--- src/rtl/alu_share_arbiter.sv ---
// ============================================================================
// Module   : alu_share_arbiter
// Brief    : Shares one combinational ALU between two valid/ready requesters
//            with registered operands/results and a per-requester response
//            channel. Round-robin by default; define ALU_ARB_FIXED_PRIO_EN
//            for fixed priority (requester 0 wins ties).
// Revision : 1.0 - initial release
// ============================================================================
`default_nettype none

module alu_share_arbiter #(
  parameter int WIDTH  = 32,
  parameter int FUNC_W = 3
) (
  input  logic              clk,
  input  logic              rst,
  input  logic              req0_valid,
  output logic              req0_ready,
  input  logic [WIDTH-1:0]  req0_lhs,
  input  logic [WIDTH-1:0]  req0_rhs,
  input  logic [FUNC_W-1:0] req0_func,
  output logic              rsp0_valid,
  input  logic              rsp0_ready,
  output logic [WIDTH-1:0]  rsp0_res,
  output logic              rsp0_zero,
  input  logic              req1_valid,
  output logic              req1_ready,
  input  logic [WIDTH-1:0]  req1_lhs,
  input  logic [WIDTH-1:0]  req1_rhs,
  input  logic [FUNC_W-1:0] req1_func,
  output logic              rsp1_valid,
  input  logic              rsp1_ready,
  output logic [WIDTH-1:0]  rsp1_res,
  output logic              rsp1_zero,
  output logic [WIDTH-1:0]  alu_lhs,
  output logic [WIDTH-1:0]  alu_rhs,
  output logic [3:0]        alu_func,
  input  logic [WIDTH-1:0]  alu_res,
  input  logic              alu_zero
);

  localparam logic [1:0] c_st_idle = 2'd0;
  localparam logic [1:0] c_st_exec = 2'd1;
  localparam logic [1:0] c_st_resp = 2'd2;

  logic [1:0]        r_state;
  logic [1:0]        w_state_nxt;
  logic [WIDTH-1:0]  r_lhs;
  logic [WIDTH-1:0]  r_rhs;
  logic [FUNC_W-1:0] r_func;
  logic              r_owner;
  logic [WIDTH-1:0]  r_res;
  logic              r_zero;
  logic              w_winner;
  logic              w_grant0;
  logic              w_grant1;
  logic              w_accept;
  logic              w_rsp_take;

`ifdef ALU_ARB_FIXED_PRIO_EN
  assign w_winner = (req0_valid && req1_valid) ? 1'b0 : req1_valid;
`else
  logic r_last_grant;
  // On a tie the requester that did not win last time goes first.
  assign w_winner = (req0_valid && req1_valid) ? ~r_last_grant : req1_valid;
`endif

  assign w_grant0   = (r_state == c_st_idle) && req0_valid && !w_winner;
  assign w_grant1   = (r_state == c_st_idle) && req1_valid &&  w_winner;
  assign w_accept   = w_grant0 || w_grant1;
  assign w_rsp_take = (r_state == c_st_resp) &&
                      (r_owner ? rsp1_ready : rsp0_ready);

  always_ff @(posedge clk) begin
    if (rst) begin
      r_state <= c_st_idle;
    end else begin
      r_state <= w_state_nxt;
    end
  end

  always_comb begin
    w_state_nxt = r_state;
    case (r_state)
      c_st_idle: if (w_accept) w_state_nxt = c_st_exec;
      c_st_exec: w_state_nxt = c_st_resp;
      c_st_resp: if (w_rsp_take) w_state_nxt = c_st_idle;
      default:   w_state_nxt = c_st_idle;
    endcase
  end

  always_comb begin
    req0_ready = w_grant0;
    req1_ready = w_grant1;
    rsp0_valid = (r_state == c_st_resp) && !r_owner;
    rsp1_valid = (r_state == c_st_resp) &&  r_owner;
  end

  always_ff @(posedge clk) begin
    if (rst) begin
      r_lhs   <= '0;
      r_rhs   <= '0;
      r_func  <= '0;
      r_owner <= 1'b0;
      r_res   <= '0;
      r_zero  <= 1'b0;
`ifndef ALU_ARB_FIXED_PRIO_EN
      r_last_grant <= 1'b1;
`endif
    end else begin
      if (w_accept) begin
        r_lhs   <= w_winner ? req1_lhs  : req0_lhs;
        r_rhs   <= w_winner ? req1_rhs  : req0_rhs;
        r_func  <= w_winner ? req1_func : req0_func;
        r_owner <= w_winner;
`ifndef ALU_ARB_FIXED_PRIO_EN
        r_last_grant <= w_winner;
`endif
      end
      if (r_state == c_st_exec) begin
        r_res  <= alu_res;
        r_zero <= alu_zero;
      end
    end
  end

  assign alu_lhs  = r_lhs;
  assign alu_rhs  = r_rhs;
  assign alu_func = 4'(r_func);

  // Only the owner's valid is asserted, so sharing the result regs is safe.
  assign rsp0_res  = r_res;
  assign rsp0_zero = r_zero;
  assign rsp1_res  = r_res;
  assign rsp1_zero = r_zero;

endmodule

`default_nettype wire

--- config.mk ---
export PLATFORM = sky130hd
export DESIGN_NAME = alu_share_arbiter
export DESIGN_NICKNAME = d
export VERILOG_FILES = /design/src/rtl/alu_share_arbiter.sv
export SDC_FILE = /design/constraint.sdc
export NUM_CORES = 1
export LEC_CHECK = 0
export CAP_MARGIN = 0
export CORE_AREA = 2 2 120 122
export CTS_CLUSTER_SIZE = 12
export DETAILED_ROUTE_END_ITERATION = 8
export DIE_AREA = 0 0 122 124
export PLACE_DENSITY = 0.75
export SLEW_MARGIN = 20
export SYNTH_ARGS = -nofsm -noshare
export SYNTH_HDL_FRONTEND = slang
export SYNTH_SLANG_ARGS = --single-unit
export TNS_END_PERCENT = 20
--- constraint.sdc ---
create_clock -name clk -period 2.1 [get_ports clk]
set_input_delay 0.315 -clock clk [delete_from_list [all_inputs] [get_ports clk]]
set_output_delay 0.315 -clock clk [all_outputs]
set_load 0.03 [all_outputs]
==> results of run 1 <==
## critical path: cells and delay by family (launching register included)
family | cells | cell delay (ns)
and+or+nand+nor | 1 | 0.24
buffers and inverters | 1 | 0.69
DFF | 1 | 0.39
## routing by layer
metal | part of all wire, % | track usage (%)
met5 | 0 | 0
met2 | 50 | 38.3
met1 | 37 | 23.7
met4 | 2.6 | 10.1
met3 | 10 | 7.65
## power breakdown
group          total [mW]  internal, mW  switching (mW)
combinational        2.14         0.989            1.15
clock                1.96          1.20           0.756
sequential           2.32          2.19           0.134
total                6.42          4.38            2.04
## state kept, by name, indices dropped and copies added (netlist names)
| signal | flops |
|---|---|
| alu_lhs | 32 |
| alu_rhs | 32 |
| rsp0_res | 32 |
| r_func | 3 |
| r_state | 2 |
| r_last_grant | 1 |
| r_owner | 1 |
| rsp0_zero | 1 |
## stage by stage
stage | std cells | util [%]
floorplan | 584 | -
global placement | 999 | 56.5
CTS | 1015 | 59.0
detailed placement | 999 | 56.5
finish | 1016 | 59.0
global route | 1015 | 59.0
## area by class of cell
class / count / area [sq um] / area share, %
diodes: 1 / 2.50 / 0.0309
multi-input cells: 388 / 2120 / 26.2
clock inverters: 5 / 104 / 1.28
well taps: 180 / 225 / 2.78
flip-flops and latches: 104 / 2080 / 25.7
clock buffers: 11 / 243 / 3.00
repair buffers: 327 / 3320 / 41.0
## what timing repair did
item | CTS | global route
resized for setup | 1 | 1
endpoints found under the setup margin | 1 | 1
gates cloned | 0 | 0
## cells by family (layout without fill, tap and decap cells)
logic type	after synthesis	in the layout	share of synthesized area, %
AOI/OAI and AO/OA	172	172	26.6
DFF	104	104	44.2
muxes	1	1	0.213
and+or+nand+nor	214	214	17.8
other	1	2	0.0797
buffers and inverters	92	343	11.1
## cells in the mapped netlist, types with 2 or more instances
cell type                  count  area (sq um)
sky130_fd_sc_hd__nor2b_1       3          18.8
sky130_fd_sc_hd__a21oi_1     101           505
sky130_fd_sc_hd__nand2_1     200           751
sky130_fd_sc_hd__buf_4        37           278
sky130_fd_sc_hd__dfxtp_1     104          2080
sky130_fd_sc_hd__a311oi_2     19           285
sky130_fd_sc_hd__clkbuf_1     40           150
sky130_fd_sc_hd__nor2_1        2          7.51
sky130_fd_sc_hd__buf_2        10          50.1
sky130_fd_sc_hd__a311oi_1     48           420
sky130_fd_sc_hd__clkbuf_2      2          10.0
sky130_fd_sc_hd__buf_6         3          33.8
## placed cells by master, fill, tap and decap left out
cell type and n:
sky130_fd_sc_hd__dlygate4sd2_1 1, sky130_fd_sc_hd__buf_12 8, sky130_fd_sc_hd__nor2_1 2, sky130_fd_sc_hd__bufinv_16 3, sky130_fd_sc_hd__clkdlybuf4s50_1 305, sky130_fd_sc_hd__buf_4 13
sky130_fd_sc_hd__nor3_1 1, sky130_fd_sc_hd__nand2_1 200, sky130_fd_sc_hd__clkbuf_16 9, sky130_fd_sc_hd__a311oi_1 48, sky130_fd_sc_hd__and3b_1 1, sky130_fd_sc_hd__clkbuf_1 1
sky130_fd_sc_hd__diode_2 1, sky130_fd_sc_hd__dfxtp_2 1, sky130_fd_sc_hd__a221o_1 1, sky130_fd_sc_hd__or2_2 1, sky130_fd_sc_hd__dfxtp_1 103, sky130_fd_sc_hd__a21bo_2 1
sky130_fd_sc_hd__clkbuf_8 1, sky130_fd_sc_hd__nand2b_1 1, sky130_fd_sc_hd__nor2_4 1, sky130_fd_sc_hd__nand3b_1 1, sky130_fd_sc_hd__a21oi_1 101, sky130_fd_sc_hd__clkinv_2 1
sky130_fd_sc_hd__mux2i_1 1, sky130_fd_sc_hd__or3b_2 1, sky130_fd_sc_hd__clkinv_4 1, sky130_fd_sc_hd__a22oi_1 1, sky130_fd_sc_hd__nor2b_2 1, sky130_fd_sc_hd__nor3b_1 1
sky130_fd_sc_hd__a311oi_2 19, sky130_fd_sc_hd__conb_1 1, sky130_fd_sc_hd__nor2b_1 2, sky130_fd_sc_hd__and2_2 1, sky130_fd_sc_hd__a21boi_4 1
## path summary, 6_finish.rpt
check	start	cells after the start	endpoint
worst min-delay path	rsp0_res[15]	2	rsp0_res[15]
worst max register to register	r_state[0]	4	alu_lhs[22]
worst max-delay path	r_state[0]	2	rsp1_valid
worst min register to register	rsp0_res[15]	2	rsp0_res[15]
==> Implementation_results.wiki, run 1 <==
{| class="wikitable"
! Metric !! Value
|-
| Run status || complete, no violations
|-
| Number of core rows || 43
|-
| Number of iterations in the first detailed-routing pass || 6
|-
| Critical path capture point type || output pin
|-
| RSZ-0062 raised after global routing || false
|-
| Kind of start point of the critical path || register
|-
| TritonCTS clock tree || yes
|-
| Final-layout setup total negative slack || 0 ns
|-
| Area added between synthesis and finish || 72.0%
|-
| Number of filler cells placed in the layout || 1221
|-
| Worst relative slew slack || around 55%
|-
| Period utilization || between 90% and 100%
|-
| H-tree depth || 3
|-
| Clock edge transition at the registers on the reported setup and hold paths || about 0.070 ns
|-
| Slack of the critical path || 0.112 ns
|-
| Flip-flop and latch count after synthesis || ~100
|-
| Maximum root-to-sink buffer count || 2
|-
| Slowest cell on crit path || sky130_fd_sc_hd__clkdlybuf4s50_1
|-
| Placed wire-length estimate after detailed placement || roughly 12000 um
|-
| CTS Buf Count || 9
|-
| Final GP Congestion || around 0.8
|-
| Final hold violation count || 0
|-
| Final setup skew || 0.00676 ns
|-
| Number of distinct standard cells referenced by the synthesized netlist || 27
|-
| Post-Synthesis Net Count || 757
|-
| Worst skew pair latency || approximately 0.35 ns
|-
| Total power per unit cell area || between 700 and 800 nW/um^2
|-
| Worst min-delay path class || register to register
|-
| Async SR Flop Fraction || 0%
|-
| Fraction of final layout cells with drive strength greater than 1 || 7.54%
|-
| Global-route wire length before repair || between 20000 and 30000 um
|-
| Post-Synthesis Cell Area || ~4700 sq um
|-
| CTS Sinks || between 100 and 150
|-
| Maximum number of pins on one net before global-route repair || between 60 and 70
|-
| Count of unresolved DRC violations after routing || 0
|-
| Cell Area, Placed || ~7700 sq um
|-
| Count of input and output buffers || around 300
|-
| Slowest cell delay on critical path || between 0.6 and 0.7 ns
|-
| Number of synthesized flops with an enable pin || 0
|-
| Post-synthesis area per instance || roughly 8.1 sq um
|-
| Die Y || roughly 120 um
|-
| Post-DR wirelength/cell || between 15 and 20 um
|-
| Starting utilization of the core area || between 30 and 40%
|-
| Arrival @ worst endpoint || about 1.7 ns
|-
| Achievable Freq || 503 MHz
|-
| Hold Slack || 0.467 ns
|-
| Sequential cell area fraction in the yosys report || between 40% and 50%
|-
| Die W || between 100 and 150 um
|-
| Least-Margin Pin Slew || between 0.6 and 0.7 ns
|-
| Time the final worst path needs with I/O delays and setup || between 1.5 and 2 ns
|-
| Iter 0 DRT Violations || between 200 and 250
|-
| Post-route cell area || around 8000 sq um
|-
| I/O pin count || approximately 310
|-
| Via-per-instance ratio || ~5
|-
| DP Worst Slack || around 0.0068 ns
|-
| Setup Buffers After CTS || 0
|-
| Standard cell core area || 13700 sq um
|-
| Post-synth top flop || sky130_fd_sc_hd__dfxtp_1
|-
| Synthesis Warnings || 0
|-
| Nets || 1003
|-
| Syn Inst Count || 584
|-
| Vias after detailed routing || between 5000 and 6000
|-
| Static leakage power || ~3.0 nW
|-
| CTS hold repair buffers || 0
|-
| Data required time of the worst path || around 1.8 ns
|-
| Overall fraction of global-route tracks in use || a little over a fifth
|-
| Final setup violation count || 0
|-
| Die footprint || between 15000 and 20000 sq um
|-
| Critical-path maximum fanout || 8
|-
| Chain of cells forming the critical path || and3b_1 -> clkdlybuf4s50_1
|-
| Max-cap viol count || 0
|-
| Remaining antenna violation count after routing || 0
|-
| Clock Tree Root || sky130_fd_sc_hd__clkbuf_16
|-
| Reg2Reg Setup Slack || 0.50 ns
|-
| Wire length reported by the detailed router || approximately 17000 um
|-
| Fin. max-slew vios || 0
|-
| Peak VDD IR || around 0.4 mV
|-
| Initial antenna violation count || 1
|-
| Number of global-route vias before repair || 5046
|-
| PnR Total Power || 6.42 mW
|-
| Kind of critical path || register to output pin
|-
| GR Overflow Total || 0
|}
No activity file was read; power rests on OpenSTA's default activity.
==> run 2, diff against run 1 <==
- CAP_MARGIN: 0 -> unset
- REMOVE_ABC_BUFFERS: unset -> 1
==> run 2 against run 1 <==
Combinational power about the same; critical endpoint unchanged; routed wire length rose by 3.3%; worst hold slack worse by 0.074 ns; highest routed layer unchanged; first-iteration DRC count rose by 15%; final cell count about the same.
==> Implementation_results.wiki, run 2 (synthesis gave the netlist of run 1 again) <==
{| class="wikitable"
! Metric !! Value
|-
| Run status || complete, no violations
|-
| Wire length reported by the detailed router || 17200 um (+3.3%)
|-
| Layout Utilization || 58.4% (-0.65 points)
|-
| Critical-path maximum fanout || 8 (unchanged)
|-
| Share of power burned in registers || 38.2% (+2.0 points)
|-
| CTS hold repair buffers || 0 (unchanged)
|-
| N_diodes || 0 (-1)
|-
| Cell Area, Placed || 7720 sq um (-0.32%)
|-
| Static leakage power || 2.93 nW (-1.5%)
|-
| Final GP Congestion || 0.772 (-4.4%)
|-
| Iter 0 DRT Violations || 270 (+15%)
|-
| Maximum number of pins on one net before global-route repair || 53 (-22%)
|-
| H-tree depth || 3 (unchanged)
|-
| Achievable Freq || 511 MHz (+1.6%)
|-
| Time the final worst path needs with I/O delays and setup || 1.96 ns (-0.0316 ns)
|-
| Met3 Usage GRT || 8.01% (+0.37 points)
|-
| Placed wire-length estimate after detailed placement || 12300 um (+4.9%)
|-
| CTS Sinks || 104 (unchanged)
|-
| Data required time of the worst path || 1.78 ns (about the same)
|-
| Area added between synthesis and finish || 70.1%
|-
| M2 GR Usage || 37.6% (-0.73 points)
|-
| I/O pin count || 311 (unchanged)
|-
| Worst min-delay path class || input pin to register
|-
| Count of input and output buffers || 309 (unchanged)
|-
| Final hold violation count || 0 (unchanged)
|-
| Final setup violation count || 0 (unchanged)
|-
| RSZ-0062 raised after global routing || false
|-
| Count of unresolved DRC violations after routing || 0 (unchanged)
|-
| GR Overflow Total || 0 (unchanged)
|-
| Switch share || 33.6% (+1.8 points)
|-
| Setup Buffers After CTS || 0 (unchanged)
|-
| Final setup skew || 0.00688 ns (+0.000116 ns)
|-
| Area of all sequential standard cells || 2080 sq um (unchanged)
|-
| Remaining antenna violation count after routing || 0 (unchanged)
|-
| Met1 routing resource usage after global routing || 25.8% (+2.2 points)
|-
| Kind of critical path || register to output pin
|-
| Nets || 1003 (unchanged)
|-
| Area taken by multi-input logic gates || 2120 sq um (unchanged)
|-
| Logic pwr share || 35.2% (+1.8 points)
|-
| Total power per unit cell area || 758 nW/um^2 (-4.4%)
|-
| Peak VDD IR || 0.357 mV (-10%)
|-
| Number of global-route vias before repair || 4985 (-1.2%)
|-
| Critical path capture point type || output pin
|-
| Global-route wire length before repair || 26500 um (+2.9%)
|-
| Number of filler cells placed in the layout || 1258 (+3.0%)
|-
| Vias after detailed routing || 5089 (-0.49%)
|-
| Commonest non-fill, non-tap cells in the layout || sky130_fd_sc_hd__clkdlybuf4s50_1, sky130_fd_sc_hd__nand2_1, sky130_fd_sc_hd__dfxtp_1, sky130_fd_sc_hd__a21oi_1, sky130_fd_sc_hd__a311oi_1
|-
| Max-cap viol count || 0 (unchanged)
|-
| Standard cell core area || 13700 sq um (unchanged)
|-
| Clock group share of total power || 26.6% (-3.9 points)
|-
| Period utilization || 93.2% (-1.5 points)
|-
| Maximum root-to-sink buffer count || 2 (unchanged)
|-
| Worst skew pair latency || 0.34 ns (about the same)
|-
| Most congested layer reported by global routing || met2
|-
| Most common cell after layout, fill and taps aside || sky130_fd_sc_hd__clkdlybuf4s50_1
|-
| TritonCTS clock tree || yes
|-
| CTS Buf Count || 9 (unchanged)
|-
| Post-DR wirelength/cell || 17.0 um (+3.4%)
|-
| Power spent charging and discharging nets || 2.04 mW (-0.18%)
|-
| Fin. max-slew vios || 0 (unchanged)
|-
| Clock edge transition at the registers on the reported setup and hold paths || 0.07 ns (about the same)
|-
| Starting utilization of the core area || 34.3% (unchanged)
|-
| Initial antenna violation count || 0 (-1)
|-
| Arrival @ worst endpoint || 1.64 ns (-0.03 ns)
|-
| Clock Tree Root || sky130_fd_sc_hd__clkbuf_16
|-
| Number of core rows || 43 (unchanged)
|-
| Kind of start point of the critical path || register
|-
| Fraction of final layout cells with drive strength greater than 1 || 7.54% (unchanged)
|-
| Internal power || 4.03 mW (-7.9%)
|-
| Overall fraction of global-route tracks in use || 22.4% (+0.56 points)
|-
| Quantity of gates resized following cts || 1 (unchanged)
|-
| Die Y || 124 um (unchanged)
|-
| Via-per-instance ratio || 5.01 (-0.39%)
|-
| Post-route cell area || 8010 sq um (-1.1%)
|-
| Die footprint || 15100 sq um (unchanged)
|-
| Number of iterations in the first detailed-routing pass || 4 (-2)
|-
| Die W || 122 um (unchanged)
|}
run 2: cell count changes in the layout (fill, tap and decap cells not counted):
cell | previous run | this run
sky130_fd_sc_hd__clkbuf_8 | 1 | 2
sky130_fd_sc_hd__diode_2 | 1 | 0
sky130_fd_sc_hd__bufinv_16 | 3 | 0
sky130_fd_sc_hd__buf_12 | 8 | 6
sky130_fd_sc_hd__buf_4 | 13 | 15
sky130_fd_sc_hd__clkinvlp_4 | 0 | 2
run 2: power by group through the flow:
stage               combinational, mW  clock, mW  sequential (mW)
finish                           2.13       1.61             2.32
floorplan                       0.557          0             2.84
global route                     2.28       1.73             2.35
global placement                 2.13          0             2.36
detailed placement               2.14          0             2.36
CTS                              2.15       1.66             2.32
run 2: cell type report:
cell class | instances | area share, %
Timing Repair Buffer | 327 | 41.1
Clock buffer | 12 | 3.20
Sequential cell | 104 | 26.0
Tap cell | 180 | 2.81
Clock inverter | 4 | 0.359
Multi-Input combinational cell | 388 | 26.5
run 2: per-stage QoR:
stage | power, mW | setup WS [ns] | hold WS [ns] | setup TNS [ns] | std cells
after detailed placement | 4.51 | 0.116 | 0.464 | 0 | 999
after floorplan | 3.39 | -1.61 | 0.383 | -108.18 | 492
after global placement | 4.49 | 0.195 | 0.458 | 0 | 999
final | 6.07 | 0.144 | 0.393 | 0 | 1015
after global routing | 6.36 | 0.0770 | 0.422 | 0 | 1015
after CTS | 6.13 | 0.0525 | 0.375 | 0 | 1015
run 2: final timing paths:
check / start / end / slack, ns / cells after the start
setup / recovery: r_state[0] / rsp1_valid / 0.14 / 2
setup reg to reg: r_last_grant / alu_rhs[10] / 0.58 / 4
hold / removal: rst / r_state[0] / 0.39 / 2
hold reg to reg: rsp0_res[1] / rsp0_res[1] / 0.47 / 2
run 2: worst max-delay path: stages, from the launching register on:
cell and delay (ns):
sky130_fd_sc_hd__dfxtp_1 0.50, sky130_fd_sc_hd__and3b_1 0.22, sky130_fd_sc_hd__clkdlybuf4s50_1 0.59
run 2: routing by layer:
metal  up-vias  wire [um]
met4         0        504
met5         -          0
met1      2343       6600
met2       233       8370
li1       2483          -
met3        30       1750
==> run 3, diff against run 2 <==
- CTS_BUF_LIST: unset -> sky130_fd_sc_hd__clkbuf_8 sky130_fd_sc_hd__clkbuf_16
- GPL_TIMING_DRIVEN: unset -> 0
==> run 3 against run 2 <==
Setup slack worse by 0.027 ns; sequential power hardly changed; clock power is 8% higher; first-iteration DRC count is 8.1% higher; count of clock-buffer cells in the layout is 1 lower; sequential share of layout area is 0.19 points lower; die area stayed put; critical path depth is 1 higher; power is 2.7% higher.
==> Implementation_results.wiki, run 3 (synthesis gave the netlist of run 1 again) <==
{| class="wikitable"
! Metric !! Value
|-
| GR Overflow Total || 0 (unchanged)
|-
| Cell Area, Placed || 7730 sq um (about the same)
|-
| Reg2Reg Setup Slack || 0.18 ns (-0.40 ns)
|-
| Worst flop-to-flop path endpoint || alu_lhs[2]
|-
| Arrival @ worst endpoint || 1.67 ns (+0.03 ns)
|-
| Final setup violation count || 0 (unchanged)
|-
| Number of cells in the design after placement || 989 (-1.0%)
|-
| HP Start || rst
|-
| Data required time of the worst path || 1.78 ns (about the same)
|-
| Worst min-delay path class || input pin to register
|-
| Least-Margin Pin Slew || 0.848 ns
|-
| Number of global-route vias before repair || 4913 (-1.4%)
|-
| DP Worst Slack || -0.507 ns (-0.622 ns)
|-
| Nets || 997 (-0.60%)
|-
| PnR Total Power || 6.23 mW (+2.7%)
|-
| Worst Hold Depth || 2 (unchanged)
|-
| Area added between synthesis and finish || 71.3%
|-
| Final hold violation count || 0 (unchanged)
|-
| Slack of the critical path || 0.117 ns (-0.0267 ns)
|-
| Global-route wire length before repair || 26500 um (+0.21%)
|-
| Run status || complete, no violations
|-
| Time the final worst path needs with I/O delays and setup || 1.98 ns (+0.0267 ns)
|-
| Final setup skew || 0.00769 ns (+0.000816 ns)
|-
| Maximum number of pins on one net before global-route repair || 88 (+66%)
|-
| Critical-path maximum fanout || 8 (unchanged)
|-
| Static leakage power || 2.94 nW (+0.48%)
|-
| Startpoint of the lowest-slack register-to-register path || r_state[0]
|-
| CTS Buf Count || 9 (unchanged)
|-
| Peak VDD IR || 0.356 mV (-0.36%)
|-
| Die W || 122 um (unchanged)
|-
| Most common cell after layout, fill and taps aside || sky130_fd_sc_hd__clkdlybuf4s50_1
|-
| Clock Tree Root || sky130_fd_sc_hd__clkbuf_16
|-
| Die footprint || 15100 sq um (unchanged)
|-
| I/O pin count || 311 (unchanged)
|-
| Critical path capture point type || output pin
|-
| Count of input and output buffers || 309 (unchanged)
|-
| Remaining antenna violation count after routing || 0 (unchanged)
|-
| Hold Path End || alu_rhs[26]
|-
| Total power per unit cell area || 772 nW/um^2 (+1.9%)
|-
| Placed wire-length estimate after detailed placement || 11900 um (-3.3%)
|-
| Post-route cell area || 8070 sq um (+0.72%)
|-
| CTS Sinks || 104 (unchanged)
|-
| Fraction of final layout cells with drive strength greater than 1 || 7.12% (-0.43 points)
|-
| H-tree depth || 3 (unchanged)
|-
| Count of cells along the worst register-to-register path || 5 (+1)
|-
| Kind of critical path || register to output pin
|-
| Kind of start point of the critical path || register
|-
| Starting utilization of the core area || 34.3% (unchanged)
|-
| Achievable Freq || 504 MHz (-1.3%)
|-
| Commonest non-fill, non-tap cells in the layout || sky130_fd_sc_hd__clkdlybuf4s50_1, sky130_fd_sc_hd__nand2_1, sky130_fd_sc_hd__dfxtp_1, sky130_fd_sc_hd__a21oi_1, sky130_fd_sc_hd__a311oi_1
|-
| Vias after detailed routing || 5048 (-0.81%)
|-
| Wire length reported by the detailed router || 17500 um (+1.8%)
|-
| Clock edge transition at the registers on the reported setup and hold paths || 0.07 ns (about the same)
|-
| Number of iterations in the first detailed-routing pass || 6 (+2)
|-
| Worst skew pair latency || 0.34 ns (about the same)
|-
| Overall fraction of global-route tracks in use || 22.5% (+0.14 points)
|-
| Period utilization || 94.4% (+1.3 points)
|-
| Die Y || 124 um (unchanged)
|-
| Post-DR wirelength/cell || 17.4 um (+2.4%)
|-
| Fin. max-slew vios || 0 (unchanged)
|-
| Number of core rows || 43 (unchanged)
|-
| Final GP Congestion || 0.750 (-2.9%)
|-
| Via-per-instance ratio || 5.00 (-0.22%)
|-
| Number of standard cells in the final layout excluding fillers || 1009 (-0.59%)
|-
| Count of unresolved DRC violations after routing || 0 (unchanged)
|-
| Number of filler cells placed in the layout || 1236 (-1.7%)
|-
| TritonCTS clock tree || yes
|-
| N_diodes || 0 (unchanged)
|-
| Max-cap viol count || 0 (unchanged)
|-
| Iter 0 DRT Violations || 292 (+8.1%)
|-
| Worst relative slew slack || between 40% and 50%
|-
| Standard cell core area || 13700 sq um (unchanged)
|-
| Initial antenna violation count || 0 (unchanged)
|-
| RSZ-0062 raised after global routing || false
|-
| Maximum root-to-sink buffer count || 2 (unchanged)
|}
-- run 3: cell type report --
type / instances / area (sq um) / area share (%)
flip-flops and latches: 104 / 2080 / 25.8
well taps: 180 / 225 / 2.79
clock buffers: 11 / 253 / 3.13
multi-input cells: 390 / 2160 / 26.7
clock inverters: 5 / 55.1 / 0.683
repair buffers: 319 / 3290 / 40.8
-- run 3: how the worst max path moves through the flow --
stage          depth (start not counted)  startpoint    endpoint  slack (ns)
2_1_floorplan                          3  r_state[1]  alu_lhs[0]       -1.61
3_3_place_gp                           4  req0_valid  alu_lhs[4]       -3.83
3_5_place_dp                           4  req0_valid  req0_ready       -0.51
4_1_cts                                2  r_state[1]  rsp1_valid        0.03
5_1_grt                                3  r_state[0]  req0_ready        0.03
6_report                               3  r_state[0]  req0_ready        0.12
-- run 3: report_power, final --
group	switching, mW	internal, mW	total (mW)
Clock	0.758	0.987	1.74
Combinational	1.18	0.987	2.17
Sequential	0.133	2.19	2.32
Total	2.07	4.16	6.23
-- run 3: stage by stage --
step           util [%]  setup TNS (ns)  hold WS (ns)
3_3_place_gp       54.7         -336.51         0.457
2_1_floorplan         -         -108.18         0.383
3_5_place_dp       56.3          -21.32         0.464
5_1_grt            58.8               0         0.247
6_report           58.8               0         0.248
4_1_cts            58.8               0         0.241
-- run 3: layer usage --
| metal | global-route usage (%) | part of all wire [%] | up-vias |
|---|---|---|---|
| met5 | 0 | 0 | - |
| met4 | 6.54 | 1.2 | 0 |
| met3 | 8.06 | 10 | 13 |
| met2 | 38.9 | 50 | 217 |
| met1 | 26.4 | 39 | 2335 |
| li1 | - | - | 2483 |
-- run 3: timing repair --
| item | CTS | global route |
|---|---|---|
| hold buffers | 0 | 0 |
| endpoints found under the setup margin | 41 | 2 |
| gates cloned | 2 | 0 |
| buffers inserted | 2 | 0 |
| gates resized for setup | 9 | 3 |
| pin swaps | 1 | 0 |
-- run 3: worst max-delay path, stage by stage (launching register included) --
cell,delay (ns)
sky130_fd_sc_hd__dfxtp_1,0.40
sky130_fd_sc_hd__or3b_2,0.52
sky130_fd_sc_hd__nor2_1,0.10
sky130_fd_sc_hd__clkdlybuf4s15_2,0.30
